<file path="src/rtl/aoc25_5_pkg.sv">
// ---------------------------------------------------------------------------
// aoc25_5_pkg
//   Definitions shared by the day-5 cafeteria input decoder and the
//   range-match/count stage downstream of it.
//
//   Contents:
//     DEFAULT_VALUE_WIDTH / DEFAULT_COUNT_WIDTH
//         Default widths for decoded values and record counters.
//     parser_state_t
//         The parser states RANGE_LO, RANGE_HI, IDS and DONE.
//     CHAR_LF, CHAR_CR, CHAR_DASH, CHAR_ZERO, CHAR_NINE
//         The ASCII codes that the parser reacts to.
//     range_t
//         One inclusive range {lo, hi}. It is used by the match stage.
//     is_digit()
//         Returns true for the ASCII characters '0' to '9'.
// ---------------------------------------------------------------------------
package aoc25_5_pkg;

  localparam int DEFAULT_VALUE_WIDTH = 64;
  localparam int DEFAULT_COUNT_WIDTH = 16;

  typedef enum logic [1:0] {
    RANGE_LO = 2'd0,
    RANGE_HI = 2'd1,
    IDS      = 2'd2,
    DONE     = 2'd3
  } parser_state_t;

  localparam logic [7:0] CHAR_LF   = 8'h0A;
  localparam logic [7:0] CHAR_CR   = 8'h0D;
  localparam logic [7:0] CHAR_DASH = 8'h2D;
  localparam logic [7:0] CHAR_ZERO = 8'h30;
  localparam logic [7:0] CHAR_NINE = 8'h39;

  typedef struct packed {
    logic [DEFAULT_VALUE_WIDTH-1:0] lo;
    logic [DEFAULT_VALUE_WIDTH-1:0] hi;
  } range_t;

  function automatic logic is_digit(input logic [7:0] c);
    return (c >= CHAR_ZERO) && (c <= CHAR_NINE);
  endfunction

endpackage

</file>
<file path="src/rtl/cafeteria_input_decoder_if.sv">
// ---------------------------------------------------------------------------
// cafeteria_input_decoder_if
//   Groups the signals between the byte source, the decoder and the
//   record consumer.
//
//   Byte stream (source -> decoder):
//     byte_valid, byte_data[7:0], end_of_input
//   Records (decoder -> consumer):
//     range_valid, range_lo, range_hi  : one completed inclusive range
//     id_valid, id_value               : one completed ingredient ID
//   Status (decoder -> consumer):
//     ranges_done, done, range_count, id_count, error
//
//   Modports:
//     slave  : the decoder side. It takes bytes in and drives records out.
//     master : the environment side. It drives bytes and observes records.
// ---------------------------------------------------------------------------
interface cafeteria_input_decoder_if
  import aoc25_5_pkg::*;
#(
  parameter int VALUE_WIDTH = DEFAULT_VALUE_WIDTH,
  parameter int COUNT_WIDTH = DEFAULT_COUNT_WIDTH
);

  logic                   byte_valid;
  logic [7:0]             byte_data;
  logic                   end_of_input;

  logic                   range_valid;
  logic [VALUE_WIDTH-1:0] range_lo;
  logic [VALUE_WIDTH-1:0] range_hi;
  logic                   id_valid;
  logic [VALUE_WIDTH-1:0] id_value;

  logic                   ranges_done;
  logic                   done;
  logic [COUNT_WIDTH-1:0] range_count;
  logic [COUNT_WIDTH-1:0] id_count;
  logic                   error;

  modport slave (
    input  byte_valid, byte_data, end_of_input,
    output range_valid, range_lo, range_hi, id_valid, id_value,
    output ranges_done, done, range_count, id_count, error
  );

  modport master (
    output byte_valid, byte_data, end_of_input,
    input  range_valid, range_lo, range_hi, id_valid, id_value,
    input  ranges_done, done, range_count, id_count, error
  );

endinterface

</file>
<file path="src/rtl/decimal_accumulator.sv">
// ---------------------------------------------------------------------------
// decimal_accumulator
//   Builds a decimal value one digit at a time: acc = acc*10 + digit.
//   The result saturates to all-ones when it overflows.
//
//   Ports:
//     tck         in   clock
//     reset       in   synchronous, active-high reset
//     digit_valid in   apply 'digit' this cycle
//     digit       in   value of the digit, 0 to 9
//     clear       in   set the register to zero at the end of this cycle;
//                      this takes priority over the digit update
//     acc         out  current registered value
//     acc_step    out  value after this cycle's digit is applied, before
//                      clear. The parser reads it when a record ends in the
//                      same cycle as the last digit.
//     overflow    out  this cycle's digit pushed the value past VALUE_WIDTH
// ---------------------------------------------------------------------------
module decimal_accumulator
  import aoc25_5_pkg::*;
#(
  parameter int VALUE_WIDTH = DEFAULT_VALUE_WIDTH
) (
  input  logic                   tck,
  input  logic                   reset,
  input  logic                   digit_valid,
  input  logic [3:0]             digit,
  input  logic                   clear,
  output logic [VALUE_WIDTH-1:0] acc,
  output logic [VALUE_WIDTH-1:0] acc_step,
  output logic                   overflow
);

  logic [VALUE_WIDTH-1:0] acc_reg;
  logic [VALUE_WIDTH-1:0] acc_next;
  logic [VALUE_WIDTH+3:0] wide;

  // x*10 is computed as x*8 + x*2. Four extra bits are enough to hold
  // (2^W - 1)*10 + 9, so every overflow shows up in the top nibble.
  // A saturated all-ones value overflows again on any further digit, so it
  // stays at all-ones.
  always_comb begin
    wide     = ({4'b0000, acc_reg} << 3) + ({4'b0000, acc_reg} << 1)
             + {{VALUE_WIDTH{1'b0}}, digit};
    overflow = 1'b0;
    acc_step = acc_reg;
    if (digit_valid) begin
      if (|wide[VALUE_WIDTH+3:VALUE_WIDTH]) begin
        overflow = 1'b1;
        acc_step = '1;
      end else begin
        acc_step = wide[VALUE_WIDTH-1:0];
      end
    end
    acc_next = clear ? '0 : acc_step;
  end

  always_ff @(posedge tck) begin
    if (reset) begin
      acc_reg <= '0;
    end else begin
      acc_reg <= acc_next;
    end
  end

  assign acc = acc_reg;

endmodule

</file>
<file path="src/rtl/cafeteria_input_decoder.sv">
// ---------------------------------------------------------------------------
// cafeteria_input_decoder
//   Parses the day-5 puzzle text. The input is a list of "lo-hi" ranges,
//   a blank line, and then one ingredient ID per line. The block emits one
//   range record or ID record per completed line.
//
//   Ports:
//     tck    in   design clock (JTAG TCK domain)
//     reset  in   synchronous, active-high reset
//     bus    slave modport of cafeteria_input_decoder_if:
//              byte_valid/byte_data/end_of_input      byte stream in
//              range_valid/range_lo/range_hi          range record out
//              id_valid/id_value                      ID record out
//              ranges_done, done                      progress levels
//              range_count, id_count                  saturating counters
//              error                                  sticky error flag
//
//   Every record strobe is registered, so it appears one cycle after the
//   byte (or end_of_input) that completes the record. A byte is accepted on
//   every cycle.
// ---------------------------------------------------------------------------
module cafeteria_input_decoder
  import aoc25_5_pkg::*;
#(
  parameter int VALUE_WIDTH = DEFAULT_VALUE_WIDTH,
  parameter int COUNT_WIDTH = DEFAULT_COUNT_WIDTH
) (
  input logic                      tck,
  input logic                      reset,
  cafeteria_input_decoder_if.slave bus
);

  // State and output registers.
  parser_state_t          state_reg, state_next;
  logic [VALUE_WIDTH-1:0] lo_reg, lo_next;
  logic                   line_has_digit_reg, line_has_digit_next;
  logic                   eoi_pending_reg, eoi_pending_next;

  logic                   range_valid_reg;
  logic [VALUE_WIDTH-1:0] range_lo_reg;
  logic [VALUE_WIDTH-1:0] range_hi_reg;
  logic                   id_valid_reg;
  logic [VALUE_WIDTH-1:0] id_value_reg;
  logic                   ranges_done_reg;
  logic                   done_reg;
  logic [COUNT_WIDTH-1:0] range_count_reg;
  logic [COUNT_WIDTH-1:0] id_count_reg;
  logic                   error_reg;

  // Combinational controls.
  logic                   byte_act;
  logic                   acc_digit;
  logic                   acc_clear;
  logic                   emit_range;
  logic                   emit_id;
  logic                   err_set;
  logic                   rdone_set;
  logic                   done_set;

  logic [VALUE_WIDTH-1:0] acc;
  logic [VALUE_WIDTH-1:0] acc_step;
  logic                   acc_overflow;

  // One accumulator is shared by the lower bound, the upper bound and the
  // IDs. Only one number is ever being built at a time.
  decimal_accumulator #(
    .VALUE_WIDTH (VALUE_WIDTH)
  ) u_acc (
    .tck         (tck),
    .reset       (reset),
    .digit_valid (acc_digit),
    .digit       (bus.byte_data[3:0]),
    .clear       (acc_clear),
    .acc         (acc),
    .acc_step    (acc_step),
    .overflow    (acc_overflow)
  );

  // Next-state logic. The byte is handled first. After that, an
  // end_of_input strobe in the same cycle flushes whatever record the byte
  // left open. Because the flush looks at the post-byte state, a final '\n'
  // that arrives together with end_of_input does not produce a second
  // record.
  always_comb begin
    state_next          = state_reg;
    lo_next             = lo_reg;
    line_has_digit_next = line_has_digit_reg;
    eoi_pending_next    = eoi_pending_reg;
    acc_digit           = 1'b0;
    acc_clear           = 1'b0;
    emit_range          = 1'b0;
    emit_id             = 1'b0;
    err_set             = 1'b0;
    rdone_set           = 1'b0;
    done_set            = 1'b0;

    // Bytes that arrive after end_of_input are ignored.
    byte_act = bus.byte_valid && (state_reg != DONE) && !eoi_pending_reg;

    if (byte_act && (bus.byte_data != CHAR_CR)) begin
      if (is_digit(bus.byte_data)) begin
        acc_digit           = 1'b1;
        line_has_digit_next = 1'b1;
      end else begin
        case (state_reg)
          RANGE_LO: begin
            if (bus.byte_data == CHAR_DASH) begin
              if (line_has_digit_reg) begin
                lo_next             = acc;
                acc_clear           = 1'b1;
                line_has_digit_next = 1'b0;
                state_next          = RANGE_HI;
              end else begin
                err_set = 1'b1;
              end
            end else if (bus.byte_data == CHAR_LF) begin
              if (line_has_digit_reg) begin
                // The line has a number but no '-', so it is dropped.
                err_set             = 1'b1;
                acc_clear           = 1'b1;
                line_has_digit_next = 1'b0;
              end else begin
                rdone_set  = 1'b1;
                state_next = IDS;
              end
            end else begin
              err_set = 1'b1;
            end
          end
          RANGE_HI: begin
            if (bus.byte_data == CHAR_LF) begin
              emit_range          = 1'b1;
              acc_clear           = 1'b1;
              line_has_digit_next = 1'b0;
              state_next          = RANGE_LO;
            end else begin
              err_set = 1'b1;
            end
          end
          IDS: begin
            if (bus.byte_data == CHAR_LF) begin
              // A blank line among the IDs is harmless and produces nothing.
              emit_id             = line_has_digit_reg;
              acc_clear           = 1'b1;
              line_has_digit_next = 1'b0;
            end else begin
              err_set = 1'b1;
            end
          end
          default: begin
          end
        endcase
      end
    end

    if (bus.end_of_input && (state_reg != DONE) && !eoi_pending_reg) begin
      eoi_pending_next = 1'b1;
      if (state_next == RANGE_HI) begin
        emit_range          = 1'b1;
        acc_clear           = 1'b1;
        line_has_digit_next = 1'b0;
      end else if ((state_next == IDS) && line_has_digit_next) begin
        emit_id             = 1'b1;
        acc_clear           = 1'b1;
        line_has_digit_next = 1'b0;
      end
    end

    // DONE is entered on the cycle after end_of_input.
    if (eoi_pending_reg) begin
      eoi_pending_next = 1'b0;
      state_next       = DONE;
      done_set         = 1'b1;
    end
  end

  always_ff @(posedge tck) begin
    if (reset) begin
      state_reg          <= RANGE_LO;
      lo_reg             <= '0;
      line_has_digit_reg <= 1'b0;
      eoi_pending_reg    <= 1'b0;
      range_valid_reg    <= 1'b0;
      range_lo_reg       <= '0;
      range_hi_reg       <= '0;
      id_valid_reg       <= 1'b0;
      id_value_reg       <= '0;
      ranges_done_reg    <= 1'b0;
      done_reg           <= 1'b0;
      range_count_reg    <= '0;
      id_count_reg       <= '0;
      error_reg          <= 1'b0;
    end else begin
      state_reg          <= state_next;
      lo_reg             <= lo_next;
      line_has_digit_reg <= line_has_digit_next;
      eoi_pending_reg    <= eoi_pending_next;
      range_valid_reg    <= emit_range;
      id_valid_reg       <= emit_id;
      ranges_done_reg    <= ranges_done_reg | rdone_set;
      done_reg           <= done_reg | done_set;
      error_reg          <= error_reg | err_set | acc_overflow;

      // The closing value is taken from acc_step so that a digit arriving
      // together with end_of_input is included in the flushed record.
      // lo_next covers a '-' that arrives in the same cycle as the flush.
      if (emit_range) begin
        range_lo_reg <= lo_next;
        range_hi_reg <= acc_step;
        if (range_count_reg != '1) begin
          range_count_reg <= range_count_reg + 1'b1;
        end
      end
      if (emit_id) begin
        id_value_reg <= acc_step;
        if (id_count_reg != '1) begin
          id_count_reg <= id_count_reg + 1'b1;
        end
      end
    end
  end

  assign bus.range_valid = range_valid_reg;
  assign bus.range_lo    = range_lo_reg;
  assign bus.range_hi    = range_hi_reg;
  assign bus.id_valid    = id_valid_reg;
  assign bus.id_value    = id_value_reg;
  assign bus.ranges_done = ranges_done_reg;
  assign bus.done        = done_reg;
  assign bus.range_count = range_count_reg;
  assign bus.id_count    = id_count_reg;
  assign bus.error       = error_reg;

endmodule

</file>
<file path="src/flat_wrapper.sv">
// flat-port wrapper written by rule: the top's interface ports become plain ports
module cafeteria_input_decoder_flat import aoc25_5_pkg::*;
#(
  parameter int VALUE_WIDTH = DEFAULT_VALUE_WIDTH,
  parameter int COUNT_WIDTH = DEFAULT_COUNT_WIDTH
)
  (tck, reset, bus_byte_valid, bus_byte_data, bus_end_of_input, bus_range_valid, bus_range_lo, bus_range_hi, bus_id_valid, bus_id_value, bus_ranges_done, bus_done, bus_range_count, bus_id_count, bus_error);
  cafeteria_input_decoder_if #(.VALUE_WIDTH(VALUE_WIDTH), .COUNT_WIDTH(COUNT_WIDTH)) bus_i ();
  input logic tck;
  input logic reset;
  input wire logic [$bits(bus_i.byte_valid)-1:0] bus_byte_valid;
  input wire logic [$bits(bus_i.byte_data)-1:0] bus_byte_data;
  input wire logic [$bits(bus_i.end_of_input)-1:0] bus_end_of_input;
  output wire logic [$bits(bus_i.range_valid)-1:0] bus_range_valid;
  output wire logic [$bits(bus_i.range_lo)-1:0] bus_range_lo;
  output wire logic [$bits(bus_i.range_hi)-1:0] bus_range_hi;
  output wire logic [$bits(bus_i.id_valid)-1:0] bus_id_valid;
  output wire logic [$bits(bus_i.id_value)-1:0] bus_id_value;
  output wire logic [$bits(bus_i.ranges_done)-1:0] bus_ranges_done;
  output wire logic [$bits(bus_i.done)-1:0] bus_done;
  output wire logic [$bits(bus_i.range_count)-1:0] bus_range_count;
  output wire logic [$bits(bus_i.id_count)-1:0] bus_id_count;
  output wire logic [$bits(bus_i.error)-1:0] bus_error;
  assign bus_i.byte_valid = bus_byte_valid;
  assign bus_i.byte_data = bus_byte_data;
  assign bus_i.end_of_input = bus_end_of_input;
  assign bus_range_valid = bus_i.range_valid;
  assign bus_range_lo = bus_i.range_lo;
  assign bus_range_hi = bus_i.range_hi;
  assign bus_id_valid = bus_i.id_valid;
  assign bus_id_value = bus_i.id_value;
  assign bus_ranges_done = bus_i.ranges_done;
  assign bus_done = bus_i.done;
  assign bus_range_count = bus_i.range_count;
  assign bus_id_count = bus_i.id_count;
  assign bus_error = bus_i.error;
  cafeteria_input_decoder #(.VALUE_WIDTH(VALUE_WIDTH), .COUNT_WIDTH(COUNT_WIDTH)) u_core (.tck(tck), .reset(reset), .bus(bus_i));
endmodule
</file>
<file path="config.mk">
export PLATFORM = sky130hd
export DESIGN_NAME = cafeteria_input_decoder_flat
export DESIGN_NICKNAME = d
export VERILOG_FILES = /design/src/rtl/aoc25_5_pkg.sv /design/src/rtl/cafeteria_input_decoder_if.sv /design/src/rtl/decimal_accumulator.sv /design/src/rtl/cafeteria_input_decoder.sv /design/src/flat_wrapper.sv
export SDC_FILE = /design/constraint.sdc
export NUM_CORES = 1
export LEC_CHECK = 0
export CORE_MARGIN = 4
export CORE_UTILIZATION = 51
export CTS_CLUSTER_DIAMETER = 80
export DETAILED_ROUTE_END_ITERATION = 6
export PLACE_DENSITY = 0.82
export SKIP_LAST_GASP = 1
export SYNTH_ARGS = -nofsm -noshare
export SYNTH_HDL_FRONTEND = slang
export SYNTH_HIERARCHICAL = 1
export SYNTH_SLANG_ARGS = --single-unit
</file>
<file path="constraint.sdc">
create_clock -name tck -period 4.6 [get_ports tck]
set_clock_uncertainty 0.15 [all_clocks]
set_input_delay 0.92 -clock tck [delete_from_list [all_inputs] [get_ports tck]]
set_output_delay 0.92 -clock tck [all_outputs]
set_load 0.02 [all_outputs]
</file>
==> results.ini, run 1 <==
[route]
antenna_left=0
first_iter_violations=1088
drc=0
vias=17200
avgRoutedWirePerCell_um=18.9
drt_wl_total_um=54600
viasPerCell=5.97
firstDrtPassIters=6

[pwr]
clkPwrFrac=0.454
p_int_uw=5400
vdd_ir_drop_max_mv=0.266
power_switching_uw=1740
power_frac_comb=0.091
p_per_area_nw_per_um2=302
p_leak_uw=0.00933
p_sw_frac=0.244
seq_power_share=0.454

[synth]
yosysSeqAreaShare=0.378
syn_inst=2188
syn_nets=2335
netlist_area_um2=19100
synth_seq_cells=361
avgSynthCellArea_um2=8.73
synthArstFlopShare=0
synth_ff_type=dfxtp_1
ys_types=89
yosysWarnings=6
synth_edf_count=0

[global_route]
grt_pass1_vias=17100
antenna_found_initial=0
grt_pass1_wl_um=88800
grt-ovfl-total=0
grt_usage=0.258
grt_max_degree=131

[clock_network]
ctsRootBufferMaster=clkbuf_16
cts_inserted_buffers=40
h-tree-depth=2
cts_tree=done
worstSkewPairLatency_ps=550
cts.sink_count=361
cts_buffer_depth=3
clkSlewWorstSetupHoldPaths_ps=60

[finish]
nets=2540
drive_above_1_share=0.0892
synthToLayoutAreaGrowth_pct=23.8
diodes=0
stdcell_count=2889

[floorplan]
initial_core_util=0.520
die_area_um2=40600
core_um2=36800
die_w_um=202
die-height_um=202
ios=241
num_rows=70

[place]
io_buffers=240
gp_congestion=0.918
dp.final_hpwl_um=38600
place_inst=2809

[worst_setup_path]
slowest_stage=fa_1
cp_max_fo=5
max_stage_delay_ps=530
end_kind=flop
arrival_ps=4730
crit_path_start_kind=input port
r2r.worst_path.cells=17
critical_path_class=in2reg
cp.required_ps=4860
crit_chain=dlygate4sd2_1, fa_1, inv_1, fa_2, nand2b_4, a21oi_4, buf_4, o211ai_1, a31oi_4, nor2_2, a22oi_2, xnor2_2, nand4bb_4, buf_12, bufbuf_16, o22a_1, mux2i_1, nor2_1
regToRegSetupSlack_ps=360

[sta]
slew_headroom=0.236
min_period_ps=4470
rsz0062_at_grt=no
worst_slew_pin_slew_ps=1140
maxSlewViolCount=0
tns_ps=0
setup_violations=0
fmax_ghz=0.224
timing.hold.ws_ps=301
final_hold_viol_count=0
fin_crit_sh=0.972

[status]
run_status=complete, no violations

[job]
maxCapViolCount=0

[hold_path]
worstHoldPathCells=2
min_path_type=reg2reg

[power groups by stage]
stage	clock network [uW]	logic [uW]	registers (uW)
6_report	3250	652	3250
2_1_floorplan	0	331	3380
5_1_grt	3430	704	3250
4_1_cts	3300	651	3250
3_5_place_dp	0	641	3310
3_3_place_gp	0	629	3310
[cell type report]
cell class              instances  area [um^2]
clock buffers                  53         1130
clock inverters                17          206
fillers                      2960        13100
inverters                      24         90.1
multi-input cells            1645        11200
flip-flops and latches        361         7230
well taps                     468          586
repair buffers                321         3220
[worst max-delay path: cells and delay by family]
kind	cells	cell delay [ps]
AO/OA/AOI/OAI	5	1120
XOR/XNOR	1	200
adder cells (fa/ha/maj)	2	940
buffers and inverters	5	930
multiplexers	1	160
AND/OR/NAND/NOR	4	470
[layer usage]
| layer | track usage | part of all wire | vias to the layer above |
|---|---|---|---|
| met5 | 0 | 0 | - |
| li1 | - | - | 8391 |
| met1 | 0.334 | 0.44 | 8231 |
| met4 | 0.0774 | 0.023 | 0 |
| met2 | 0.447 | 0.49 | 525 |
| met3 | 0.0369 | 0.047 | 88 |
[worst paths after layout]
path	startpoint	endpoint
min	u_core/bus.range_hi[44]	u_core/bus.range_hi[44]
max reg2reg	u_core/u_acc/acc[0]	u_core/bus.id_value[34]
max	bus_byte_data[3]	u_core/bus.id_value[34]
min reg2reg	u_core/bus.range_hi[44]	u_core/bus.range_hi[44]
[cell usage in the layout (no fill, tap or decap), types with 20 or more instances in the layout]
cell / count
clkbuf_16: 41
nor2_1: 291
o21ai_0: 75
nor3_1: 26
xnor2_1: 40
buf_4: 67
o22a_1: 44
a211oi_1: 72
clkdlybuf4s50_1: 236
ha_1: 133
mux2i_1: 129
o221a_1: 36
a21oi_1: 195
o21a_1: 20
nand2_1: 239
inv_1: 24
nand4_1: 34
dfxtp_1: 361
[synthesized netlist by cell type (12+ instances only)]
master,number,share of area
a31oi_1,14,0.0046
xnor2_1,41,0.019
a2111oi_2,19,0.015
nor2_1,292,0.057
dfxtp_1,361,0.38
ha_1,133,0.087
a21oi_1,196,0.051
a211oi_1,72,0.028
or3_1,14,0.0046
nor2b_1,15,0.0049
nor4_1,13,0.0043
nand2_1,239,0.047
o211ai_1,12,0.0047
nor3_1,26,0.0068
and3_1,15,0.0049
nand4_1,34,0.011
xor2_1,17,0.0078
mux2i_1,129,0.068
o221a_1,36,0.021
nand3_1,19,0.0050
inv_1,24,0.0047
o21a_1,20,0.0079
o21ai_0,75,0.020
a21o_1,16,0.0063
clkbuf_1,87,0.017
o22a_1,44,0.020
buf_2,57,0.015
o31ai_1,14,0.0055
[cell families (layout without fill, tap and decap cells)]
group / Yosys count / count (layout) / share of synthesized area
muxes: 137 / 137 / 0.0723
DFF: 361 / 361 / 0.378
AOI/OAI and AO/OA: 590 / 590 / 0.220
and+or+nand+nor: 725 / 725 / 0.171
xor gates and xnor gates: 58 / 58 / 0.0266
buffers and inverters: 182 / 415 / 0.0430
adders and majority gates: 135 / 135 / 0.0892
[stage by stage]
step           utilization  setup slack, ps  instance area (um^2)  power [uW]
2_1_floorplan            -              166                 19100        3710
3_3_place_gp         0.601             -678                 22100        3940
3_5_place_dp         0.601             -722                 22100        3960
4_1_cts              0.642             88.9                 23600        7200
5_1_grt              0.643             10.5                 23700        7380
6_report             0.643              128                 23700        7150
[timing repair]
item                       4_1_cts  5_1_grt
setup endpoints to repair      138       61
gates resized for setup          9        4
setup buffers                    4        3
hold buffers                     0        0
cloned                           3        0
pin swaps                        5        4
hold endpoints to repair         0        0
(Power assumes the default switching activity.)
==> inputs of run 2 (changes only) <==
--- a/config.mk
+++ b/config.mk
@@ -9,9 +9,8 @@
 export CORE_UTILIZATION = 51
 export CTS_CLUSTER_DIAMETER = 80
 export DETAILED_ROUTE_END_ITERATION = 6
-export PLACE_DENSITY = 0.82
+export PLACE_DENSITY = 0.83
 export SKIP_LAST_GASP = 1
 export SYNTH_ARGS = -nofsm -noshare
 export SYNTH_HDL_FRONTEND = slang
-export SYNTH_HIERARCHICAL = 1
 export SYNTH_SLANG_ARGS = --single-unit
==> run 2 against run 1 <==
  * Via count rose by 1.6%
  * Clock power fell by 9.8%
  * Critical path depth fell by 2
  * Synthesized cell count fell by 1.3%
  * Maximum frequency rose by 3.4%
  * Area after synthesis fell by 3.1%
  * Sequential power fell by 2%
  * Power fell by 8.2%
  * Flip-flop and latch count did not move
  * Register-to-register slack got worse by 80 ps
  * Largest cell class unchanged
  * Cell count fell by 0.80%
==> results.ini, run 2 <==
[status]
run_status=complete, no violations  ; unchanged

[floorplan]
initial_core_util=0.519  ; was 0.520
core_um2=35700  ; was 36800 um^2
die_w_um=199  ; was 202 um
ios=241  ; unchanged
num_rows=69  ; was 70
die-height_um=199  ; was 202 um
die_area_um2=39400  ; was 40600 um^2

[sta]
fin_crit_sh=0.940  ; was 0.972
slew_headroom=0.526  ; was 0.236
maxSlewViolCount=0  ; unchanged
rsz0062_at_grt=no  ; unchanged
min_period_ps=4330  ; was 4470 ps
final_hold_viol_count=0  ; unchanged
setup_violations=0  ; unchanged
fmax_ghz=0.231  ; was 0.224 GHz
final.setup.worst_slack_ps=274  ; was 128 ps
worst_slew_pin_slew_ps=711  ; was 1140 ps

[synth]
synth_common_cells=dfxtp_1 (361), nor2_1 (332), a21oi_1 (163)  ; was dfxtp_1 (361), nor2_1 (292), nand2_1 (239)
netlist_area_um2=18500  ; was 19100 um^2
synth_area_leader_cell=dfxtp_1  ; unchanged
yosysSeqAreaShare=0.390  ; was 0.378
synth_edf_count=0  ; unchanged
synth_ff_type=dfxtp_1  ; unchanged
syn_nets=2306  ; was 2335
syn_inst=2159  ; was 2188
synthArstFlopShare=0  ; unchanged
synth.most_common_cell=dfxtp_1  ; unchanged
synth_area_leaders=dfxtp_1 (39%), ha_1 (9.0%), nor2_1 (6.7%)  ; was dfxtp_1 (38%), ha_1 (8.7%), mux2i_1 (6.8%)
ys_types=73  ; was 89
yosysWarnings=0  ; was 6
yosys.area.top_type_share=0.390  ; was 0.378
synth_seq_cells=361  ; unchanged
avgSynthCellArea_um2=8.58  ; was 8.73 um^2

[global_route]
grt_max_degree=129  ; was 131
antenna_found_initial=0  ; unchanged
grt_pass1_wl_um=90000  ; was 88800 um
grt_pass1_vias=17200  ; was 17100
grt_usage=0.275  ; was 0.258
grt-ovfl-total=0  ; unchanged

[route]
first_iter_violations=1406  ; was 1088
firstDrtPassIters=5  ; was 6
viasPerCell=6.11  ; was 5.97
avgRoutedWirePerCell_um=19.6  ; was 18.9 um
drc=0  ; unchanged
drt_wl_total_um=56100  ; was 54600 um
vias=17500  ; was 17200
antenna_left=0  ; unchanged

[worst_setup_path]
slowest_stage=a21oi_1  ; was fa_1
cp.required_ps=4850  ; was 4860 ps
crit_path_start_kind=input port  ; unchanged
arrival_ps=4580  ; was 4730 ps
critical_path_class=in2reg  ; unchanged
end_kind=flop  ; unchanged
cp_max_fo=3  ; was 5
crit_chain=clkdlybuf4s50_1, ha_1, ha_1, inv_1, fa_1, nand2b_1, a21oi_2, o21ai_1, o21ai_2, buf_4, a21oi_1, a21oi_1, a21oi_1, mux2_2, a21oi_1, o41ai_1  ; was dlygate4sd2_1, fa_1, inv_1, fa_2, nand2b_4, a21oi_4, buf_4, o211ai_1, a31oi_4, nor2_2, a22oi_2, xnor2_2, nand4bb_4, buf_12, bufbuf_16, o22a_1, mux2i_1, nor2_1
r2r.worst_path.cells=14  ; was 17
crit_top_cell=a21oi_1
max_stage_delay_ps=530  ; about the same

[clock_network]
cts_inserted_buffers=37  ; was 40
holdBufCountCts=0  ; unchanged
ctsRootBufferMaster=clkbuf_16  ; unchanged
cts.sink_count=361  ; unchanged
cts_buffer_depth=3  ; unchanged
cts_tree=done  ; unchanged
h-tree-depth=2  ; unchanged
worstSkewPairLatency_ps=560  ; was 550 ps
clkSlewWorstSetupHoldPaths_ps=60  ; about the same

[pwr]
vdd_ir_drop_max_mv=0.284  ; was 0.266 mV
p_per_area_nw_per_um2=284  ; was 302 nW/um^2
total_power_uw=6560  ; was 7150 uW
p_leak_uw=0.00923  ; was 0.00933 uW

[finish]
diodes=0  ; unchanged
drive_above_1_share=0.0794  ; was 0.0892
nets=2528  ; was 2540
layout_commonest_cell=dfxtp_1  ; unchanged
synthToLayoutAreaGrowth_pct=24.8  ; was 23.8%
stdcell_count=2866  ; was 2889
most-common-layout-cells=dfxtp_1 (361), nor2_1 (332), clkdlybuf4s50_1 (238)  ; was dfxtp_1 (361), nor2_1 (291), nand2_1 (239)

[hold_path]
min_path_type=reg2reg  ; unchanged
worstHoldPathCells=2  ; unchanged

[place]
gp_congestion=0.932  ; was 0.918
pre_cts_slack_ps=-774  ; was -722 ps
io_buffers=240  ; unchanged
dp.final_hpwl_um=40900  ; was 38600 um
place_inst=2800  ; was 2809

[job]
maxCapViolCount=0  ; unchanged

[run 2: cell types whose count changed after synthesis, sizes merged, moves of 25 or more]
cell / delta
o22a: -44
o22ai: +31
a21oi: -35
o221a: -42
mux2i: -58
o221ai: +59
clkbuf: +25
nor3: +31
o41ai: +56
nand3b: +59
nor2: +39
nand2: -82
[run 2: path summary, 6_finish.rpt]
check | start | end | slack (ps)
max | bus_byte_data[2] | u_core.bus.range_hi[54] | 270
min | u_core.bus.id_value[61] | u_core.bus.id_value[61] | 300
max reg2reg | u_core.u_acc.acc[51] | u_core.bus.range_hi[33] | 280
min reg2reg | u_core.bus.id_value[61] | u_core.bus.id_value[61] | 300
[run 2: critical path: cells and delay by family]
kind,cells,cell delay (ps)
compound gates,8,1700
mux,1,400
simple gates,1,160
fa+ha+maj,3,730
buf+inv,3,670
[run 2: cell type report]
type	instances	area, um^2
well taps	461	577
clock inverters	7	48.8
fillers	2978	12500
inverters	28	105
multi-input cells	1609	10600
repair buffers	344	3390
flip-flops and latches	361	7230
clock buffers	56	1130
[run 2: through the flow]
| step | util | cell area [um^2] | hold slack, ps | TNS [ps] |
|---|---|---|---|---|
| 2_1_floorplan | - | 18500 | 311 | 0 |
| 3_3_place_gp | 0.612 | 21800 | 290 | -86950 |
| 3_5_place_dp | 0.612 | 21800 | 296 | -121740 |
| 4_1_cts | 0.646 | 23000 | 304 | 0 |
| 5_1_grt | 0.648 | 23100 | 321 | 0 |
| 6_report | 0.648 | 23100 | 304 | 0 |
[run 2: where the power goes]
| group | total [uW] | internal, uW | switching [uW] |
|---|---|---|---|
| sequential | 3200 | 3170 | 34.1 |
| combinational | 429 | 166 | 263 |
| clock | 2930 | 1700 | 1240 |
| total | 6560 | 5030 | 1530 |
[run 2: logic make-up (layout without fill, tap and decap cells)]
family                     count (synthesis)  after routing  share of synthesized area
and+or+nand+nor                          752            752                      0.188
AOI/OAI and AO/OA                        572            572                      0.213
DFF                                      361            361                      0.390
buffers and inverters                    189            435                     0.0412
adders and majority gates                135            135                     0.0920
xor gates and xnor gates                  78             78                     0.0369
muxes                                     72             72                     0.0390
[run 2: per-layer routing]
metal  vias up  routed length, um  track usage  part of all wire
met5         -                  0            0                 0
met3       103               3420       0.0418             0.061
met1      8400              24200        0.369              0.43
met4         0               1620       0.0902             0.029
li1       8386                  -            -                 -
met2       623              26800        0.457              0.48
[run 2: timing repair]
item                       CTS  global route
resized for setup            3            17
pin swaps                    1             6
setup buffers                1             2
setup endpoints to repair  138           192
==> inputs of run 3 (changes only) <==
--- a/config.mk
+++ b/config.mk
@@ -5,10 +5,12 @@
 export SDC_FILE = /design/constraint.sdc
 export NUM_CORES = 1
 export LEC_CHECK = 0
+export CAP_MARGIN = 10
 export CORE_MARGIN = 4
 export CORE_UTILIZATION = 51
 export CTS_CLUSTER_DIAMETER = 80
 export DETAILED_ROUTE_END_ITERATION = 6
+export GPL_TIMING_DRIVEN = 0
 export PLACE_DENSITY = 0.83
 export SKIP_LAST_GASP = 1
 export SYNTH_ARGS = -nofsm -noshare
==> run 3 against run 2 <==
  * Power increased by 2.9%
  * Wire length increased by 16%
  * Non-clock buffer count grew 57
  * Setup slack got worse by 130 ps
  * Flip-flop and latch count unchanged
  * Critical endpoint is now u_core.bus.range_hi[43]
  * Largest cell class unchanged
  * Largest power group unchanged
==> results.ini, run 3 (synthesis gave the netlist of run 2 again) <==
[place]
dp.final_hpwl_um=49100  ; was 40900 um
gp_congestion=0.971  ; was 0.932
io_buffers=239  ; was 240
pre_cts_slack_ps=-1550  ; was -774 ps

[pwr]
power_switching_uw=1630  ; was 1530 uW
p_sw_frac=0.241  ; was 0.234
p_int_uw=5130  ; was 5030 uW
vdd_ir_drop_max_mv=0.213  ; was 0.284 mV
clkPwrFrac=0.458  ; was 0.447
p_leak_uw=0.00908  ; was 0.00923 uW
seq_power_share=0.474  ; was 0.488
power_frac_comb=0.068  ; was 0.065
total_power_uw=6750  ; was 6560 uW
p_per_area_nw_per_um2=292  ; was 284 nW/um^2

[sta]
final_hold_viol_count=0  ; unchanged
fin_crit_sh=0.969  ; was 0.940
slew_headroom=0.139  ; was 0.526
final.setup.worst_slack_ps=142  ; was 274 ps
min_period_ps=4460  ; was 4330 ps
tns_ps=0  ; unchanged
maxSlewViolCount=0  ; unchanged
timing.hold.ws_ps=302  ; was 304 ps
setup_violations=0  ; unchanged
worst_slew_pin_slew_ps=1290  ; was 711 ps
fmax_ghz=0.224  ; was 0.231 GHz

[floorplan]
die-height_um=199  ; unchanged
core_um2=35700  ; unchanged
num_rows=69  ; unchanged
ios=241  ; unchanged
die_area_um2=39400  ; unchanged
initial_core_util=0.519  ; unchanged
die_w_um=199  ; unchanged

[global_route]
grt-ovfl-total=0  ; unchanged
grt_pass1_wl_um=100000  ; was 90000 um
grt_pass1_vias=18000  ; was 17200
antenna_found_initial=1  ; was 0
grt_max_degree=15  ; was 129
grt_usage=0.318  ; was 0.275

[finish]
fillers=3040  ; was 2978
nets=2586  ; was 2528
most-common-layout-cells=dfxtp_1 (360), nor2_1 (330), clkdlybuf4s50_1 (237)  ; was dfxtp_1 (361), nor2_1 (332), clkdlybuf4s50_1 (238)
synthToLayoutAreaGrowth_pct=24.6  ; was 24.8%
drive_above_1_share=0.0670  ; was 0.0794
layout_commonest_cell=dfxtp_1  ; unchanged
post-route-util=0.647  ; was 0.648

[clock_network]
cts_tree=done  ; unchanged
cts_buffer_depth=3  ; unchanged
cts.sink_count=361  ; unchanged
ctsRootBufferMaster=clkbuf_16  ; unchanged
worstSkewPairLatency_ps=560  ; about the same
h-tree-depth=2  ; unchanged
clkSlewWorstSetupHoldPaths_ps=60  ; about the same
cts_inserted_buffers=38  ; was 37

[worst_setup_path]
r2r.worst_path.cells=13  ; was 14
arrival_ps=4720  ; was 4580 ps
critical_path_class=reg2reg  ; was in2reg
cp.required_ps=4860  ; was 4850 ps
cp_max_fo=8  ; was 3
end_kind=flop  ; unchanged
crit_path_start_kind=flop  ; was input port

[route]
drc=0  ; unchanged
firstDrtPassIters=5  ; unchanged
drt_wl_total_um=65000  ; was 56100 um
viasPerCell=6.26  ; was 6.11
avgRoutedWirePerCell_um=22.2  ; was 19.6 um
antenna_left=0  ; unchanged
first_iter_violations=1650  ; was 1406
vias=18300  ; was 17500

[job]
maxCapViolCount=0  ; unchanged

[status]
run_status=complete, no violations  ; unchanged

[hold_path]
worstHoldPathCells=2  ; unchanged
min_path_type=reg2reg  ; unchanged

-- run 3: changes by cell type in the layout (fill, tap and decap cells not counted), moves of 4 or more --
cell and delta:
buf_4 -73, a31oi_1 -5, clkbuf_2 +7, o221ai_1 -7
buf_2 +28, a21oi_1 -7, a21oi_2 +6, clkbuf_1 +97
buf_1 +12, o221ai_2 +7, buf_12 -15, clkbuf_8 -4
-- run 3: critical path, stage by stage (launching register included) --
cell and delay (ps):
dfxtp_1 520, ha_1 300, ha_1 280, clkbuf_1 210, a21oi_1 270, o21ai_0 200, a22o_1 290, nor4_4 410
a21oi_1 140, a41oi_1 330, o21ai_0 290, or3b_2 540, a31oi_2 270, o41ai_1 100
-- run 3: area by class of cell --
class                           count  area, um^2  share of cell area
Timing Repair Buffer              244        2430               0.105
Inverter                           28         105             0.00455
Antenna cell                        1        2.50            0.000108
Buffer                            157         689              0.0299
Clock inverter                     12         154             0.00667
Clock buffer                       51        1070              0.0464
Multi-Input combinational cell   1609       10800               0.469
Sequential cell                   361        7230               0.313
Tap cell                          461         577              0.0250
-- run 3: path summary, 6_finish.rpt --
path	from	end	slack, ps
worst max-delay path	u_core.u_acc.acc[13]	u_core.bus.range_hi[43]	140
worst min-delay path	u_core.bus.id_value[6]	u_core.bus.id_value[6]	300
worst max register to register	u_core.u_acc.acc[13]	u_core.bus.range_hi[43]	140
worst min register to register	u_core.bus.id_value[6]	u_core.bus.id_value[6]	300
-- run 3: power by group through the flow --
stage	combinational [uW]	clock, uW	sequential (uW)
6_report	458	3090	3200
5_1_grt	489	3250	3200
4_1_cts	448	3120	3200
3_5_place_dp	440	0	3270
3_3_place_gp	430	0	3270
2_1_floorplan	227	0	3300
-- run 3: what timing repair did --
action                                 CTS  global route
setup buffers                            2             3
hold buffers                             0             0
endpoints found under the hold margin    0             0
pin swaps                                6             6
setup endpoints to repair              223           229
gates resized for setup                 54            39
-- run 3: stage by stage --
stage / instances / cell area (um^2)
floorplan: 2159 / 18500
global placement: 2859 / 21500
detailed placement: 2859 / 21500
CTS: 2924 / 23000
global route: 2923 / 23100
finish: 2924 / 23100
-- run 3: routing by layer --
| metal | wire, um | global-route usage |
|---|---|---|
| met5 | 0 | 0 |
| met4 | 2550 | 0.123 |
| met3 | 4670 | 0.0615 |
| met2 | 30000 | 0.512 |
| met1 | 27700 | 0.423 |
